## config.mk

```make
export PLATFORM = sky130hd
export DESIGN_NAME = player_move_ctrl
export DESIGN_NICKNAME = d
export VERILOG_FILES = /design/src/rtl/player_move_ctrl.sv
export SDC_FILE = /design/constraint.sdc
export NUM_CORES = 1
export LEC_CHECK = 0
export CAP_MARGIN = 15
export CORE_UTILIZATION = 30
export DETAILED_ROUTE_END_ITERATION = 8
export SETUP_SLACK_MARGIN = 0.5
export SLEW_MARGIN = 5
export SYNTH_ARGS = -nofsm -noshare
export SYNTH_HDL_FRONTEND = slang
export SYNTH_SLANG_ARGS = --single-unit
```

## constraint.sdc

```tcl
create_clock -name slowClk -period 3.1 [get_ports slowClk]
set_input_delay 0.31 -clock slowClk [delete_from_list [all_inputs] [get_ports slowClk]]
set_output_delay 0.31 -clock slowClk [all_outputs]
set_load 0.005 [all_outputs]
```

## src/rtl/player_move_ctrl.sv

```systemverilog
// Movement sequencer for the maze player: samples buttons on the move tick, checks the
// target cell through the map request/ack port, then grants, blocks or ends the game.
module player_move_ctrl #(
  parameter int unsigned MAP_COLS  = 32,
  parameter int unsigned MAP_ROWS  = 40,
  parameter int unsigned START_COL = 16,
  parameter int unsigned START_ROW = 37,
  parameter int unsigned ADDR_W    = 11,
  parameter int unsigned TIMEOUT   = 15
) (
  input  logic              slowClk,
  input  logic              rst,
  input  logic              tick,
  input  logic [3:0]        btns,
  input  logic              playerDisable,
  output logic              map_req,
  output logic [ADDR_W-1:0] map_addr,
  input  logic              map_ack,
  input  logic [1:0]        map_data,
  output logic              upEnable,
  output logic              downEnable,
  output logic              leftEnable,
  output logic              rightEnable,
  output logic [5:0]        col,
  output logic [5:0]        row,
  output logic              busy,
  output logic              player_dead,
  output logic              level_done
);

  localparam int unsigned CNT_W = $clog2(TIMEOUT + 1);
  localparam logic [5:0] COL_MAX   = 6'(MAP_COLS - 1);
  localparam logic [5:0] ROW_MAX   = 6'(MAP_ROWS - 1);
  localparam logic [5:0] COL_RESET = 6'(START_COL);
  localparam logic [5:0] ROW_RESET = 6'(START_ROW);
  localparam logic [CNT_W-1:0] CNT_LAST = CNT_W'(TIMEOUT - 1);

  localparam logic [1:0] CELL_OPEN   = 2'd0;
  localparam logic [1:0] CELL_WALL   = 2'd1;
  localparam logic [1:0] CELL_HAZARD = 2'd2;
  localparam logic [1:0] CELL_GOAL   = 2'd3;

  typedef enum logic [2:0] {
    IDLE = 3'd0,
    REQ  = 3'd1,
    MOVE = 3'd2,
    DEAD = 3'd3,
    DONE = 3'd4
  } state_t;

  typedef enum logic [1:0] {
    DIR_UP    = 2'd0,
    DIR_DOWN  = 2'd1,
    DIR_LEFT  = 2'd2,
    DIR_RIGHT = 2'd3
  } dir_t;

  state_t           state;
  dir_t             dir_q;
  logic [5:0]       tgt_col_q;
  logic [5:0]       tgt_row_q;
  logic             goal_q;
  logic [CNT_W-1:0] wait_cnt;

  dir_t             sel_dir;
  logic             at_edge;
  logic [5:0]       tgt_col;
  logic [5:0]       tgt_row;
  logic [ADDR_W-1:0] tgt_addr;
  logic             start_move;

  // Button priority (up > down > left > right), target cell and grid-edge detection
  always_comb begin
    sel_dir = DIR_UP;
    at_edge = 1'b0;
    tgt_col = col;
    tgt_row = row;
    if (btns[0]) begin
      sel_dir = DIR_UP;
      at_edge = (row == 6'd0);
      tgt_row = row - 6'd1;
    end else if (btns[1]) begin
      sel_dir = DIR_DOWN;
      at_edge = (row == ROW_MAX);
      tgt_row = row + 6'd1;
    end else if (btns[2]) begin
      sel_dir = DIR_LEFT;
      at_edge = (col == 6'd0);
      tgt_col = col - 6'd1;
    end else if (btns[3]) begin
      sel_dir = DIR_RIGHT;
      at_edge = (col == COL_MAX);
      tgt_col = col + 6'd1;
    end
  end

  assign tgt_addr   = ADDR_W'(tgt_row) * ADDR_W'(MAP_COLS) + ADDR_W'(tgt_col);
  assign start_move = tick && !playerDisable && (btns != 4'd0) && !at_edge;

  // Sequencer; enables, position and flags are all registered here
  always_ff @(posedge slowClk or negedge rst) begin
    if (!rst) begin
      state       <= IDLE;
      dir_q       <= DIR_UP;
      tgt_col_q   <= COL_RESET;
      tgt_row_q   <= ROW_RESET;
      goal_q      <= 1'b0;
      wait_cnt    <= '0;
      map_req     <= 1'b0;
      map_addr    <= '0;
      upEnable    <= 1'b0;
      downEnable  <= 1'b0;
      leftEnable  <= 1'b0;
      rightEnable <= 1'b0;
      col         <= COL_RESET;
      row         <= ROW_RESET;
      busy        <= 1'b0;
      player_dead <= 1'b0;
      level_done  <= 1'b0;
    end else begin
      upEnable    <= 1'b0;
      downEnable  <= 1'b0;
      leftEnable  <= 1'b0;
      rightEnable <= 1'b0;

      case (state)
        IDLE: begin
          if (start_move) begin
            dir_q     <= sel_dir;
            tgt_col_q <= tgt_col;
            tgt_row_q <= tgt_row;
            goal_q    <= 1'b0;
            wait_cnt  <= '0;
            map_addr  <= tgt_addr;
            map_req   <= 1'b1;
            busy      <= 1'b1;
            state     <= REQ;
          end
        end

        REQ: begin
          if (map_ack) begin
            map_req <= 1'b0;
            if (playerDisable) begin
              busy  <= 1'b0;
              state <= IDLE;
            end else begin
              case (map_data)
                CELL_OPEN, CELL_GOAL: begin
                  upEnable    <= (dir_q == DIR_UP);
                  downEnable  <= (dir_q == DIR_DOWN);
                  leftEnable  <= (dir_q == DIR_LEFT);
                  rightEnable <= (dir_q == DIR_RIGHT);
                  col         <= tgt_col_q;
                  row         <= tgt_row_q;
                  goal_q      <= (map_data == CELL_GOAL);
                  state       <= MOVE;
                end
                CELL_HAZARD: begin
                  player_dead <= 1'b1;
                  busy        <= 1'b0;
                  state       <= DEAD;
                end
                CELL_WALL: begin
                  busy  <= 1'b0;
                  state <= IDLE;
                end
                default: begin
                  busy  <= 1'b0;
                  state <= IDLE;
                end
              endcase
            end
          end else if (wait_cnt == CNT_LAST) begin
            // Map never answered: give up and treat the cell as a wall
            map_req <= 1'b0;
            busy    <= 1'b0;
            state   <= IDLE;
          end else begin
            wait_cnt <= wait_cnt + CNT_W'(1);
          end
        end

        MOVE: begin
          busy <= 1'b0;
          if (goal_q) begin
            level_done <= 1'b1;
            state      <= DONE;
          end else begin
            state <= IDLE;
          end
        end

        DEAD: state <= DEAD;

        DONE: state <= DONE;

        default: begin
          map_req <= 1'b0;
          busy    <= 1'b0;
          state   <= IDLE;
        end
      endcase
    end
  end

endmodule

```

==> results of run 1 <==
## cells in the mapped netlist, drive strengths merged, types with 3 or more instances
master and n:
dfstp 8, mux2 24, inv 19, mux2i 3, a21oi 16, nor3b 4, buf 15, xnor2 9
nor2b 3, a21o 3, nor2 16, nand2 16, nand3 4, ha 14, a211o 3, xor2 6
dfrtp 41, o21ai 9, nor3 3, and3 5, a31oi 7
## logic make-up (layout without fill, tap and decap cells)
family | after synthesis | count (layout) | synth area share
compound gates | 56 | 56 | 0.1377
xor+xnor | 15 | 15 | 0.04634
fa+ha+maj | 14 | 14 | 0.06178
buf+inv | 36 | 93 | 0.06443
flops | 49 | 49 | 0.4360
mux | 27 | 27 | 0.1165
simple gates | 69 | 69 | 0.1372
## sequential cells by signal (all words and copies together), names as in the netlist
signal and cells:
map_addr 11, col 6, row 6, tgt_row_q 6, wait_cnt 4, state 3
dir_q 2, tgt_col_q 2, busy 1, downEnable 1, goal_q 1, leftEnable 1
level_done 1, map_req 1, player_dead 1, rightEnable 1, upEnable 1
## how the worst min path moves through the flow
stage	from	end	cells past startpoint
4_1_cts	rst	state[1]$_DFFE_PN0P_	1
6_report	rst	state[1]$_DFFE_PN0P_	2
3_5_place_dp	level_done$_DFFE_PN0P_	level_done$_DFFE_PN0P_	2
2_1_floorplan	rst	busy$_DFFE_PN0P_	0
3_3_place_gp	player_dead$_DFFE_PN0P_	player_dead$_DFFE_PN0P_	1
5_1_grt	rst	state[1]$_DFFE_PN0P_	2
## where the power goes
group / leakage [nW] / total (W) / internal (W) / switching, W
combinational: 0.986 / 0.00147 / 0.000839 / 0.000628
sequential: 0.604 / 0.00122 / 0.000939 / 0.000281
clock: 0.0585 / 0.000478 / 0.000263 / 0.000215
## critical path: cells and delay by family (launching register included)
family | cells | cell delay (ns)
AOI/OAI and AO/OA | 2 | 0.62
xor gates and xnor gates | 2 | 0.44
adders and majority gates | 1 | 0.23
buffers and inverters | 1 | 0.03
DFF | 1 | 0.62
muxes | 1 | 0.26
and+or+nand+nor | 2 | 0.33
## routing by layer
metal  part of all wire  vias up  track usage
li1                   -     1044            -
met1               0.48     1056       0.1772
met2               0.48       28       0.2094
met3              0.032        8      0.02811
met4              0.016        0      0.04072
met5                  0        -            0
## area by class of cell
cell class	instances	area [um2]
inverter	19	71.32
fill	914	5559
sequential	49	1240
tap	111	138.9
timing repair buffer	66	610.6
multi-input combinational	181	1460
clock buffer	7	86.33
clock inverter	1	30.03
## what timing repair did
item | in CTS | in global routing
buffers inserted | 2 | 10
hold buffers | 0 | 1
gates cloned | 0 | 0
resized for setup | 3 | 10
endpoints found under the hold margin | 0 | 10
setup endpoints to repair | 2 | 3
pin swaps | 3 | 8
## placed cells by master, fill, tap and decap left out, types with 2 or more instances in the layout
cell | netlist | routed
a211o_1 | 3 | 3
a21o_1 | 3 | 3
a21oi_1 | 15 | 15
a22oi_1 | 2 | 2
a31oi_1 | 7 | 7
and3_1 | 5 | 5
buf_4 | 4 | 23
clkbuf_8 | 0 | 6
clkdlybuf4s50_1 | 0 | 39
dfrtp_1 | 41 | 38
dfrtp_2 | 0 | 3
dfstp_2 | 8 | 8
ha_1 | 14 | 13
inv_1 | 19 | 18
mux2_2 | 16 | 16
mux2_4 | 8 | 8
mux2i_1 | 3 | 3
nand2_1 | 15 | 14
nand2b_1 | 2 | 2
nand3_1 | 4 | 3
nand3b_1 | 2 | 2
nor2_1 | 16 | 16
nor2b_1 | 3 | 3
nor3_1 | 3 | 2
nor3b_1 | 4 | 3
nor4_1 | 2 | 2
nor4bb_1 | 2 | 2
o211ai_1 | 2 | 2
o21ai_0 | 8 | 8
o31ai_1 | 2 | 2
or3_1 | 2 | 2
xnor2_1 | 9 | 9
xor2_1 | 6 | 6
## through the flow
| stage | power [W] | area (um2) | worst slack [ns] | utilization | std cells |
|---|---|---|---|---|---|
| 6_report | 0.003165 | 3637 | 0.4612 | 0.3955 | 434 |
| 5_1_grt | 0.003413 | 3637 | 0.3371 | 0.3955 | 434 |
| 4_1_cts | 0.003121 | 3497 | 0.5017 | 0.3803 | 422 |
| 3_5_place_dp | 0.002613 | 3351 | 0.05727 | 0.3644 | 412 |
| 3_3_place_gp | 0.002583 | 3351 | 0.1223 | 0.3644 | 412 |
| 2_1_floorplan | 0.002079 | 2835 | 0.5818 | - | 266 |
==> qor.txt, run 1 <==
largest net degree at the start of global routing -> 49
clk sink count -> 49
TNS Setup -> 0 ns
row cnt -> 35
Final Wtd Congestion -> 0.8387
Placeable Area -> 0.009196 mm2
Iter 0 DRT Violations -> 76
fin crit share -> 0.8512
Arr. time, crit path -> 2.84 ns
RR Startpoint -> col[4]$_DFFE_PN1P_
antenna-violating nets left -> 0
Syn Nets -> 291
CTS Buffer Depth -> 2
max_cap viols -> 0
hold crit path type -> in -> async
Rel. slew slack -> 0.5171
VDD IR max -> 411.3 uV
post-synth cell types -> 56
CTS tree -> done
Crit Path Max Fanout -> 6
vias in the first global route -> 2091
Post-Syn Instances -> 266
CP max stage cell -> dfstp_2
crit path to -> map_addr[9]$_DFFE_PN0P_
status -> complete, no violations
Worst setup EP type -> register
ys async rst share -> 1.000
Die Y -> 99.22 um
endpoints failing setup -> 0
syn_area_per_cell -> 10.66 um2
layout cells sized above 1 -> 0.2508
via count -> 2136
Num CTS Buffers -> 5
full die area -> 0.009844 mm2
final hold violations -> 0
Root Driver -> clkbuf_8
Post-synth EDFFs -> 0
sequential area share after synthesis -> 0.4360
Die X -> 99.22 um
first-pass GRT wire length -> 10340 um
ant diodes -> 0
Yosys top cell by area -> dfrtp_1
LEAKAGE -> 1.649 nW
R2R Path End -> map_addr[9]$_DFFE_PN0P_
area fraction of the dominant cell type after synthesis -> 0.3619
routed len/inst -> 14.44 um
reg2reg path depth -> 9
Reg2Reg Setup Slack -> 0.46 ns
Final min period -> 2.639 ns
IO Count -> 42
Max stage delay on crit path -> 0.62 ns
DRC Markers -> 0
I/O Buffers -> 41
total grt overflow -> 0
htree depth -> 2
f_max -> 379.0 MHz
Clock transition at path regs -> 0.09 ns
Clk Latency, worst-skew pair -> 0.30 ns
Worst Setup SP -> col[4]$_DFFE_PN1P_
Via density -> 4.922
nets -> 347
worst-path cell chain -> nand3_2, a2111oi_4, xor2_1, ha_2, inv_2, a221oi_2, nand4_1, xnor2_1, mux2_4
ys flop type -> dfrtp_1
max-slew violations -> 0
Worst-Margin Slew -> 0.7243 ns
Power Density -> 870.2 mW/mm2
mapped cell area -> 0.002835 mm2
Tot GR Track Use -> 0.1308
Syn. warnings -> 0
ranking of synthesized cells by area -> dfrtp_1, dfstp_2, mux2_2, ha_1, mux2_4
initial antenna violation count -> 0
flops & latches, synth -> 49
Initial Utilization -> 0.3083
area added between synthesis and finish -> 28.29%
unrepaired setup endpoints after global routing -> true
drt total wl -> 6267 um
hpwl dp -> 4324 um
CP Class -> reg -> reg
crit start category -> register
Layout Skew -> 0.01201 ns
WP data required -> 3.30 ns
Pre-antenna DRT Iters -> 4
Fin Hold WS -> 0.4130 ns
No activity file was read; power rests on OpenSTA's default activity.
==> run 2: changes to the inputs <==
- CTS_CLUSTER_SIZE: default -> 10
==> results of run 2 <==
Final layout, timing and power as in run 1 (identical DEF).
